===== config.mk =====
export PLATFORM = sky130hd
export DESIGN_NAME = weight_update_nn_flat
export DESIGN_NICKNAME = d
export VERILOG_FILES = /design/src/rtl/weight_update_nn_if.sv /design/src/rtl/weight_update_nn.sv /design/src/flat_wrapper.sv
export SDC_FILE = /design/constraint.sdc
export NUM_CORES = 2
export LEC_CHECK = 0
export BUFFER_PORTS_ARGS = -buffer_cell sky130_fd_sc_hd__buf_4
export CAP_MARGIN = 20
export CORE_AREA = 4 4 556 558
export DETAILED_ROUTE_END_ITERATION = 8
export DIE_AREA = 0 0 560 562
export GPL_TIMING_DRIVEN = 1
export PLACE_DENSITY_LB_ADDON = 0.08
export SYNTH_ARGS = -nofsm -noshare
export SYNTH_HDL_FRONTEND = slang
export SYNTH_SLANG_ARGS = --single-unit

===== constraint.sdc =====
create_clock -name clk -period 38.2 [get_ports clk]
set_input_delay 7.64 -clock clk [delete_from_list [all_inputs] [get_ports clk]]
set_output_delay 7.64 -clock clk [all_outputs]
set_load 0.05 [all_outputs]

===== src/rtl/weight_update_nn_if.sv =====
// Port bundle for the weight-update stage: update/load requests in, weight registers and status out.
// Handshake: a request (i_valid or i_load) is taken on a rising edge only while o_busy is low; i_load wins if both are high.
interface weight_update_nn_if #(
  parameter int N_IN   = 2,
  parameter int N_HL_P = 3,
  parameter int N_OUT  = 2,
  parameter int WIDTH  = 32
);
  logic                            i_valid;
  logic [N_IN*WIDTH-1:0]           i_x;
  logic [N_HL_P*WIDTH-1:0]         i_hd_a;
  logic [N_OUT*WIDTH-1:0]          i_dlto;
  logic [N_HL_P*WIDTH-1:0]         i_dlth;
  logic                            i_load;
  logic [N_HL_P*N_IN*WIDTH-1:0]    i_init_hd_w;
  logic [N_HL_P*WIDTH-1:0]         i_init_hd_b;
  logic [N_OUT*N_HL_P*WIDTH-1:0]   i_init_out_w;
  logic [N_OUT*WIDTH-1:0]          i_init_out_b;
  logic [N_HL_P*N_IN*WIDTH-1:0]    o_hd_w;
  logic [N_HL_P*WIDTH-1:0]         o_hd_b;
  logic [N_OUT*N_HL_P*WIDTH-1:0]   o_out_w;
  logic [N_OUT*WIDTH-1:0]          o_out_b;
  logic                            o_busy;
  logic                            o_done;

  modport master (
    output i_valid, i_x, i_hd_a, i_dlto, i_dlth,
    output i_load, i_init_hd_w, i_init_hd_b, i_init_out_w, i_init_out_b,
    input  o_hd_w, o_hd_b, o_out_w, o_out_b, o_busy, o_done
  );

  modport slave (
    input  i_valid, i_x, i_hd_a, i_dlto, i_dlth,
    input  i_load, i_init_hd_w, i_init_hd_b, i_init_out_w, i_init_out_b,
    output o_hd_w, o_hd_b, o_out_w, o_out_b, o_busy, o_done
  );
endinterface


===== src/rtl/weight_update_nn.sv =====
// Sequential gradient-descent step for the 2-3-2 network: one parameter per cycle through a
// single multiply path, output layer first, then hidden layer.
module weight_update_nn #(
  parameter int               N_IN   = 2,
  parameter int               N_HL_P = 3,
  parameter int               N_OUT  = 2,
  parameter int               WIDTH  = 32,
  parameter int               FRAC   = 24,
  parameter logic [WIDTH-1:0] LR     = 32'h0080_0000
) (
  input  logic               clk,
  input  logic               rst_n,
  weight_update_nn_if.slave  bus,
  output logic [1:0]         dbg_state
);

  localparam int N_OUT_P = N_OUT * (N_HL_P + 1);
  localparam int N_HID_P = N_HL_P * (N_IN + 1);
  localparam int N_MAX   = (N_OUT_P > N_HID_P) ? N_OUT_P : N_HID_P;
  localparam int IW      = $clog2(N_MAX);
  localparam logic [WIDTH-1:0] ONE = WIDTH'(1) << FRAC;

  typedef enum logic [1:0] {IDLE, UPD_OUT, UPD_HID, DONE} state_t;

  state_t                          state;
  logic [IW-1:0]                   idx;
  logic                            busy;
  logic                            done;
  logic [N_HL_P*N_IN*WIDTH-1:0]    hd_w_q;
  logic [N_HL_P*WIDTH-1:0]         hd_b_q;
  logic [N_OUT*N_HL_P*WIDTH-1:0]   out_w_q;
  logic [N_OUT*WIDTH-1:0]          out_b_q;
  logic [N_IN*WIDTH-1:0]           x_q;
  logic [N_HL_P*WIDTH-1:0]         hd_a_q;
  logic [N_OUT*WIDTH-1:0]          dlto_q;
  logic [N_HL_P*WIDTH-1:0]         dlth_q;

  int                              unit;
  int                              pos;
  logic                            is_bias;
  logic [WIDTH-1:0]                delta;
  logic [WIDTH-1:0]                a_op;
  logic [WIDTH-1:0]                w_cur;
  logic [2*WIDTH-1:0]              prod_g;
  logic [2*WIDTH-1:0]              prod_s;
  logic [WIDTH-1:0]                g;
  logic [WIDTH-1:0]                s;
  logic [WIDTH:0]                  diff;
  logic [WIDTH-1:0]                w_new;

  // Decode the flat index into (neuron, slot); the slot past the last weight is the bias.
  always_comb begin
    unit    = 0;
    pos     = 0;
    is_bias = 1'b0;
    delta   = '0;
    a_op    = ONE;
    w_cur   = '0;
    if (state == UPD_OUT) begin
      unit    = int'(idx) / (N_HL_P + 1);
      pos     = int'(idx) % (N_HL_P + 1);
      is_bias = (pos == N_HL_P);
      delta   = dlto_q[unit*WIDTH +: WIDTH];
      if (is_bias) begin
        w_cur = out_b_q[unit*WIDTH +: WIDTH];
      end else begin
        a_op  = hd_a_q[pos*WIDTH +: WIDTH];
        w_cur = out_w_q[(unit*N_HL_P + pos)*WIDTH +: WIDTH];
      end
    end else if (state == UPD_HID) begin
      unit    = int'(idx) / (N_IN + 1);
      pos     = int'(idx) % (N_IN + 1);
      is_bias = (pos == N_IN);
      delta   = dlth_q[unit*WIDTH +: WIDTH];
      if (is_bias) begin
        w_cur = hd_b_q[unit*WIDTH +: WIDTH];
      end else begin
        a_op  = x_q[pos*WIDTH +: WIDTH];
        w_cur = hd_w_q[(unit*N_IN + pos)*WIDTH +: WIDTH];
      end
    end
  end

  // Taking bits [FRAC +: WIDTH] of the full product is the arithmetic shift followed by truncation.
  always_comb begin
    prod_g = $signed({{WIDTH{delta[WIDTH-1]}}, delta}) * $signed({{WIDTH{a_op[WIDTH-1]}}, a_op});
    g      = prod_g[FRAC +: WIDTH];
    prod_s = $signed({{WIDTH{LR[WIDTH-1]}}, LR}) * $signed({{WIDTH{g[WIDTH-1]}}, g});
    s      = prod_s[FRAC +: WIDTH];
    diff   = {w_cur[WIDTH-1], w_cur} - {s[WIDTH-1], s};
    if (diff[WIDTH] != diff[WIDTH-1]) begin
      w_new = diff[WIDTH] ? {1'b1, {(WIDTH-1){1'b0}}} : {1'b0, {(WIDTH-1){1'b1}}};
    end else begin
      w_new = diff[WIDTH-1:0];
    end
  end

  always_ff @(posedge clk or negedge rst_n) begin
    if (!rst_n) begin
      state   <= IDLE;
      idx     <= '0;
      busy    <= 1'b0;
      done    <= 1'b0;
      hd_w_q  <= '0;
      hd_b_q  <= '0;
      out_w_q <= '0;
      out_b_q <= '0;
      x_q     <= '0;
      hd_a_q  <= '0;
      dlto_q  <= '0;
      dlth_q  <= '0;
    end else begin
      case (state)
        IDLE: begin
          done <= 1'b0;
          if (bus.i_load) begin
            hd_w_q  <= bus.i_init_hd_w;
            hd_b_q  <= bus.i_init_hd_b;
            out_w_q <= bus.i_init_out_w;
            out_b_q <= bus.i_init_out_b;
          end else if (bus.i_valid) begin
            x_q    <= bus.i_x;
            hd_a_q <= bus.i_hd_a;
            dlto_q <= bus.i_dlto;
            dlth_q <= bus.i_dlth;
            idx    <= '0;
            busy   <= 1'b1;
            state  <= UPD_OUT;
          end
        end
        UPD_OUT: begin
          if (is_bias) out_b_q[unit*WIDTH +: WIDTH] <= w_new;
          else         out_w_q[(unit*N_HL_P + pos)*WIDTH +: WIDTH] <= w_new;
          if (idx == IW'(N_OUT_P - 1)) begin
            idx   <= '0;
            state <= UPD_HID;
          end else begin
            idx <= idx + IW'(1);
          end
        end
        UPD_HID: begin
          if (is_bias) hd_b_q[unit*WIDTH +: WIDTH] <= w_new;
          else         hd_w_q[(unit*N_IN + pos)*WIDTH +: WIDTH] <= w_new;
          if (idx == IW'(N_HID_P - 1)) begin
            idx   <= '0;
            done  <= 1'b1;
            state <= DONE;
          end else begin
            idx <= idx + IW'(1);
          end
        end
        DONE: begin
          done  <= 1'b0;
          busy  <= 1'b0;
          state <= IDLE;
        end
        default: state <= IDLE;
      endcase
    end
  end

  assign bus.o_hd_w  = hd_w_q;
  assign bus.o_hd_b  = hd_b_q;
  assign bus.o_out_w = out_w_q;
  assign bus.o_out_b = out_b_q;
  assign bus.o_busy  = busy;
  assign bus.o_done  = done;
  assign dbg_state   = state;

endmodule


===== src/flat_wrapper.sv =====
// flat-port wrapper written by rule: the top's interface ports become plain ports
module weight_update_nn_flat 
#(
  parameter int               N_IN   = 2,
  parameter int               N_HL_P = 3,
  parameter int               N_OUT  = 2,
  parameter int               WIDTH  = 32,
  parameter int               FRAC   = 24,
  parameter logic [WIDTH-1:0] LR     = 32'h0080_0000
)
  (clk, rst_n, dbg_state, bus_i_valid, bus_i_x, bus_i_hd_a, bus_i_dlto, bus_i_dlth, bus_i_load, bus_i_init_hd_w, bus_i_init_hd_b, bus_i_init_out_w, bus_i_init_out_b, bus_o_hd_w, bus_o_hd_b, bus_o_out_w, bus_o_out_b, bus_o_busy, bus_o_done);
  weight_update_nn_if #(.N_IN(N_IN), .N_HL_P(N_HL_P), .N_OUT(N_OUT), .WIDTH(WIDTH)) bus_i ();
  input  logic clk;
  input  logic rst_n;
  output logic [1:0] dbg_state;
  input wire logic [$bits(bus_i.i_valid)-1:0] bus_i_valid;
  input wire logic [$bits(bus_i.i_x)-1:0] bus_i_x;
  input wire logic [$bits(bus_i.i_hd_a)-1:0] bus_i_hd_a;
  input wire logic [$bits(bus_i.i_dlto)-1:0] bus_i_dlto;
  input wire logic [$bits(bus_i.i_dlth)-1:0] bus_i_dlth;
  input wire logic [$bits(bus_i.i_load)-1:0] bus_i_load;
  input wire logic [$bits(bus_i.i_init_hd_w)-1:0] bus_i_init_hd_w;
  input wire logic [$bits(bus_i.i_init_hd_b)-1:0] bus_i_init_hd_b;
  input wire logic [$bits(bus_i.i_init_out_w)-1:0] bus_i_init_out_w;
  input wire logic [$bits(bus_i.i_init_out_b)-1:0] bus_i_init_out_b;
  output wire logic [$bits(bus_i.o_hd_w)-1:0] bus_o_hd_w;
  output wire logic [$bits(bus_i.o_hd_b)-1:0] bus_o_hd_b;
  output wire logic [$bits(bus_i.o_out_w)-1:0] bus_o_out_w;
  output wire logic [$bits(bus_i.o_out_b)-1:0] bus_o_out_b;
  output wire logic [$bits(bus_i.o_busy)-1:0] bus_o_busy;
  output wire logic [$bits(bus_i.o_done)-1:0] bus_o_done;
  assign bus_i.i_valid = bus_i_valid;
  assign bus_i.i_x = bus_i_x;
  assign bus_i.i_hd_a = bus_i_hd_a;
  assign bus_i.i_dlto = bus_i_dlto;
  assign bus_i.i_dlth = bus_i_dlth;
  assign bus_i.i_load = bus_i_load;
  assign bus_i.i_init_hd_w = bus_i_init_hd_w;
  assign bus_i.i_init_hd_b = bus_i_init_hd_b;
  assign bus_i.i_init_out_w = bus_i_init_out_w;
  assign bus_i.i_init_out_b = bus_i_init_out_b;
  assign bus_o_hd_w = bus_i.o_hd_w;
  assign bus_o_hd_b = bus_i.o_hd_b;
  assign bus_o_out_w = bus_i.o_out_w;
  assign bus_o_out_b = bus_i.o_out_b;
  assign bus_o_busy = bus_i.o_busy;
  assign bus_o_done = bus_i.o_done;
  weight_update_nn #(.N_IN(N_IN), .N_HL_P(N_HL_P), .N_OUT(N_OUT), .WIDTH(WIDTH), .FRAC(FRAC), .LR(LR)) u_core (.clk(clk), .rst_n(rst_n), .bus(bus_i), .dbg_state(dbg_state));
endmodule

==> impl_metrics.json <==
{
  "utilization": 0.331,
  "synthTopCellsByCount": "inv_1, nand2_1, fa_1, dfrtp_1, nor2_1",
  "fmax_mhz": 47.6,
  "vias": 73600,
  "hold_viol": 0,
  "postCtsSetupBuffers": 0,
  "cap_violations": 0,
  "wl_met3_mm": 34.4,
  "yosys.area.top_type": "dfrtp_1",
  "grt_usage": 0.335,
  "cts-root-to-sink-buffers": 4,
  "synth_edf_count": 0,
  "crit_path_top_delay_cell": "fa_1",
  "die_area_sq_mm": 0.315,
  "arrival_ns": 21.74,
  "cp-end-kind": "flop",
  "hold_path.class": "reg -> reg",
  "drt_wl_total_mm": 540,
  "grt_overflow": 0,
  "initial_core_util": 0.267,
  "yosys.area.top_type_share": 0.269,
  "finalSetupTns_ns": 0,
  "cts.sink_count": 872,
  "dr_wl_met2_mm": 251,
  "drive_gt1_frac": 0.245,
  "status": "finished clean",
  "setup_slack_ns": 17.19,
  "drc": 0,
  "ioPinCount": 1416,
  "rows": 203,
  "synthCells": 8634,
  "final-instance-count-excl-fill": 13900,
  "clk_latency_ns": 0.93,
  "grt_max_degree": 162,
  "slew_headroom": 0.181,
  "vias_per_cell": 5.29,
  "die_w_um": 560,
  "fin_crit_sh": 0.550,
  "postCtsHoldBufs": 0,
  "syn_area_sq_mm": 0.0812,
  "die_h_um": 562,
  "first_global_vias": 75800,
  "root_buffer": "clkbuf_16",
  "rsz0062_at_grt": "no",
  "critPathKind": "reg -> reg",
  "antenna_found_initial": 126,
  "synth_nets": 10700,
  "core_area_sq_mm": 0.305,
  "gp_congestion": 1.10,
  "placed_cells": 13700,
  "drtAntennaViolNets": 0,
  "grt_pass1_wl_mm": 717,
  "wl_met1_mm": 209,
  "place_ws_ns": 17.23,
  "wl_per_cell_um": 38.8,
  "critPathMaxStageDelay_ns": 1.06,
  "dr.pass1.iters": 6,
  "ys_ff_latch": 872,
  "syn_to_final_growth_pct": 24.2,
  "cp.required_ns": 38.93,
  "clk_pin_slew_worst_paths_ns": 0.06,
  "finalSetupViolCount": 0,
  "cts_made_buffers": 119,
  "cts_max_level": 3,
  "place_hpwl_mm": 440,
  "min_period_ns": 21.01,
  "cts_tree": "yes",
  "cts_resized": 0,
  "drt_iter0_drc": 6967,
  "critPathMaxFanout": 62,
  "path_common_cell": "fa_1",
  "async_reset_ff_frac": 1.00,
  "io_buffers": 1415,
  "syn_avg_cell_area_sq_um": 9.41,
  "netlist_top_cells_area": "dfrtp_1, fa_1, inv_1",
  "nets": 11900,
  "worst_slew_pin_slew_ns": 1.23,
  "worstSetupStartpointType": "flop",
  "finalMaxSlewViolations": 0,
  "routed.top_layer": "met5",
  "synth_cell_types": 99,
  "ys_seq_area_frac": 0.269,
  "synth_most_common_cell": "inv_1",
  "fin_skew_ns": 0.153,
  "fillCellCount": 31800,
  "synth_flop_cell": "dfrtp_1",
  "yosysWarnings": 0
}
==> placed cells by master (no fill, tap or decap), drive strengths merged, types with 56 or more instances in the layout <==
cell type | Yosys | layout
o21ai | 414 | 414
diode | 0 | 56
o22ai | 138 | 138
mux4 | 64 | 64
and2 | 104 | 104
a22o | 95 | 95
a2bb2oi | 66 | 66
o21a | 70 | 70
a22oi | 329 | 329
fa | 988 | 988
buf | 85 | 1635
nand2 | 1046 | 1046
xnor2 | 85 | 85
nor3 | 61 | 61
clkbuf | 526 | 185
dfrtp | 872 | 872
mux2 | 389 | 389
inv | 1124 | 1126
nor2 | 735 | 735
mux2i | 176 | 176
ha | 243 | 243
a21oi | 479 | 479
a211oi | 78 | 78
==> critical path: cells and delay by family (launching register included) <==
family                   cells  cell delay, ns
XOR/XNOR                     2            0.60
flip-flops                   1            0.73
adder cells (fa/ha/maj)     13            6.92
multiplexers                 1            0.34
buffers and inverters       10            2.68
AND/OR/NAND/NOR             14            3.98
AO/OA/AOI/OAI               16            5.42
==> registers in the layout, summed over array words and instances, names as in the netlist <==
signal and flops:
u_core.bus.o_busy 1, u_core.bus.o_done 1, u_core.bus.o_hd_b 96, u_core.bus.o_hd_w 192, u_core.bus.o_out_b 64, u_core.bus.o_out_w 192, u_core.dbg_state 2, u_core.dlth_q 96
u_core.dlto_q 64, u_core.hd_a_q 96, u_core.idx 4, u_core.x_q 64
==> kinds of logic after synthesis <==
logic type / Yosys count / synth area share
AOI/OAI and AO/OA: 1881 / 0.151
xor gates and xnor gates: 117 / 0.0132
adders and majority gates: 1231 / 0.281
buffers and inverters: 1737 / 0.0810
DFF: 872 / 0.269
muxes: 629 / 0.0934
and+or+nand+nor: 2167 / 0.112
==> per-stage QoR <==
stage / cell area (sq um) / hold WS (ns)
after floorplan: 81200 / 0.474
after global placement: 96800 / 0.487
after detailed placement: 96800 / 0.492
after CTS: 101000 / 0.505
after global routing: 101000 / 0.508
final: 101000 / 0.503
==> per-layer routing <==
metal  track usage  up-vias
li1              -    30900
met1         0.401    38700
met2         0.541     3025
met3        0.0696      877
met4         0.229       76
met5             0        -
==> area by class of cell <==
class                           count  area, sq um  area share
Timing Repair Buffer             1635        12400       0.123
Antenna cell                       56          140     0.00139
Multi-Input combinational cell   6025        53400       0.530
Inverter                         1126         4240      0.0420
Tap cell                         3997         5000      0.0496
Sequential cell                   872        21800       0.216
Clock buffer                      185         3590      0.0356
Clock inverter                     27          273     0.00270
==> path summary, 6_finish.rpt <==
kind / end / slack [ns] / cells after the start / startpoint
worst max-delay path: u_core.bus.o_hd_b[52] / 17.19 / 56 / u_core.idx[2]
worst min-delay path: u_core.dlto_q[48] / 0.50 / 1 / u_core.dlto_q[48]
worst max register to register: u_core.bus.o_hd_b[52] / 17.19 / 56 / u_core.idx[2]
worst min register to register: u_core.dlto_q[48] / 0.50 / 1 / u_core.dlto_q[48]
max in group asynchronous: u_core.idx[2] / 25.69 / 7 / rst_n
min in group asynchronous: u_core.dlth_q[0] / 6.85 / 1 / rst_n
Power is not shown: default switching activity piles up to over one toggle a cycle in this logic, so the estimate is an artifact.
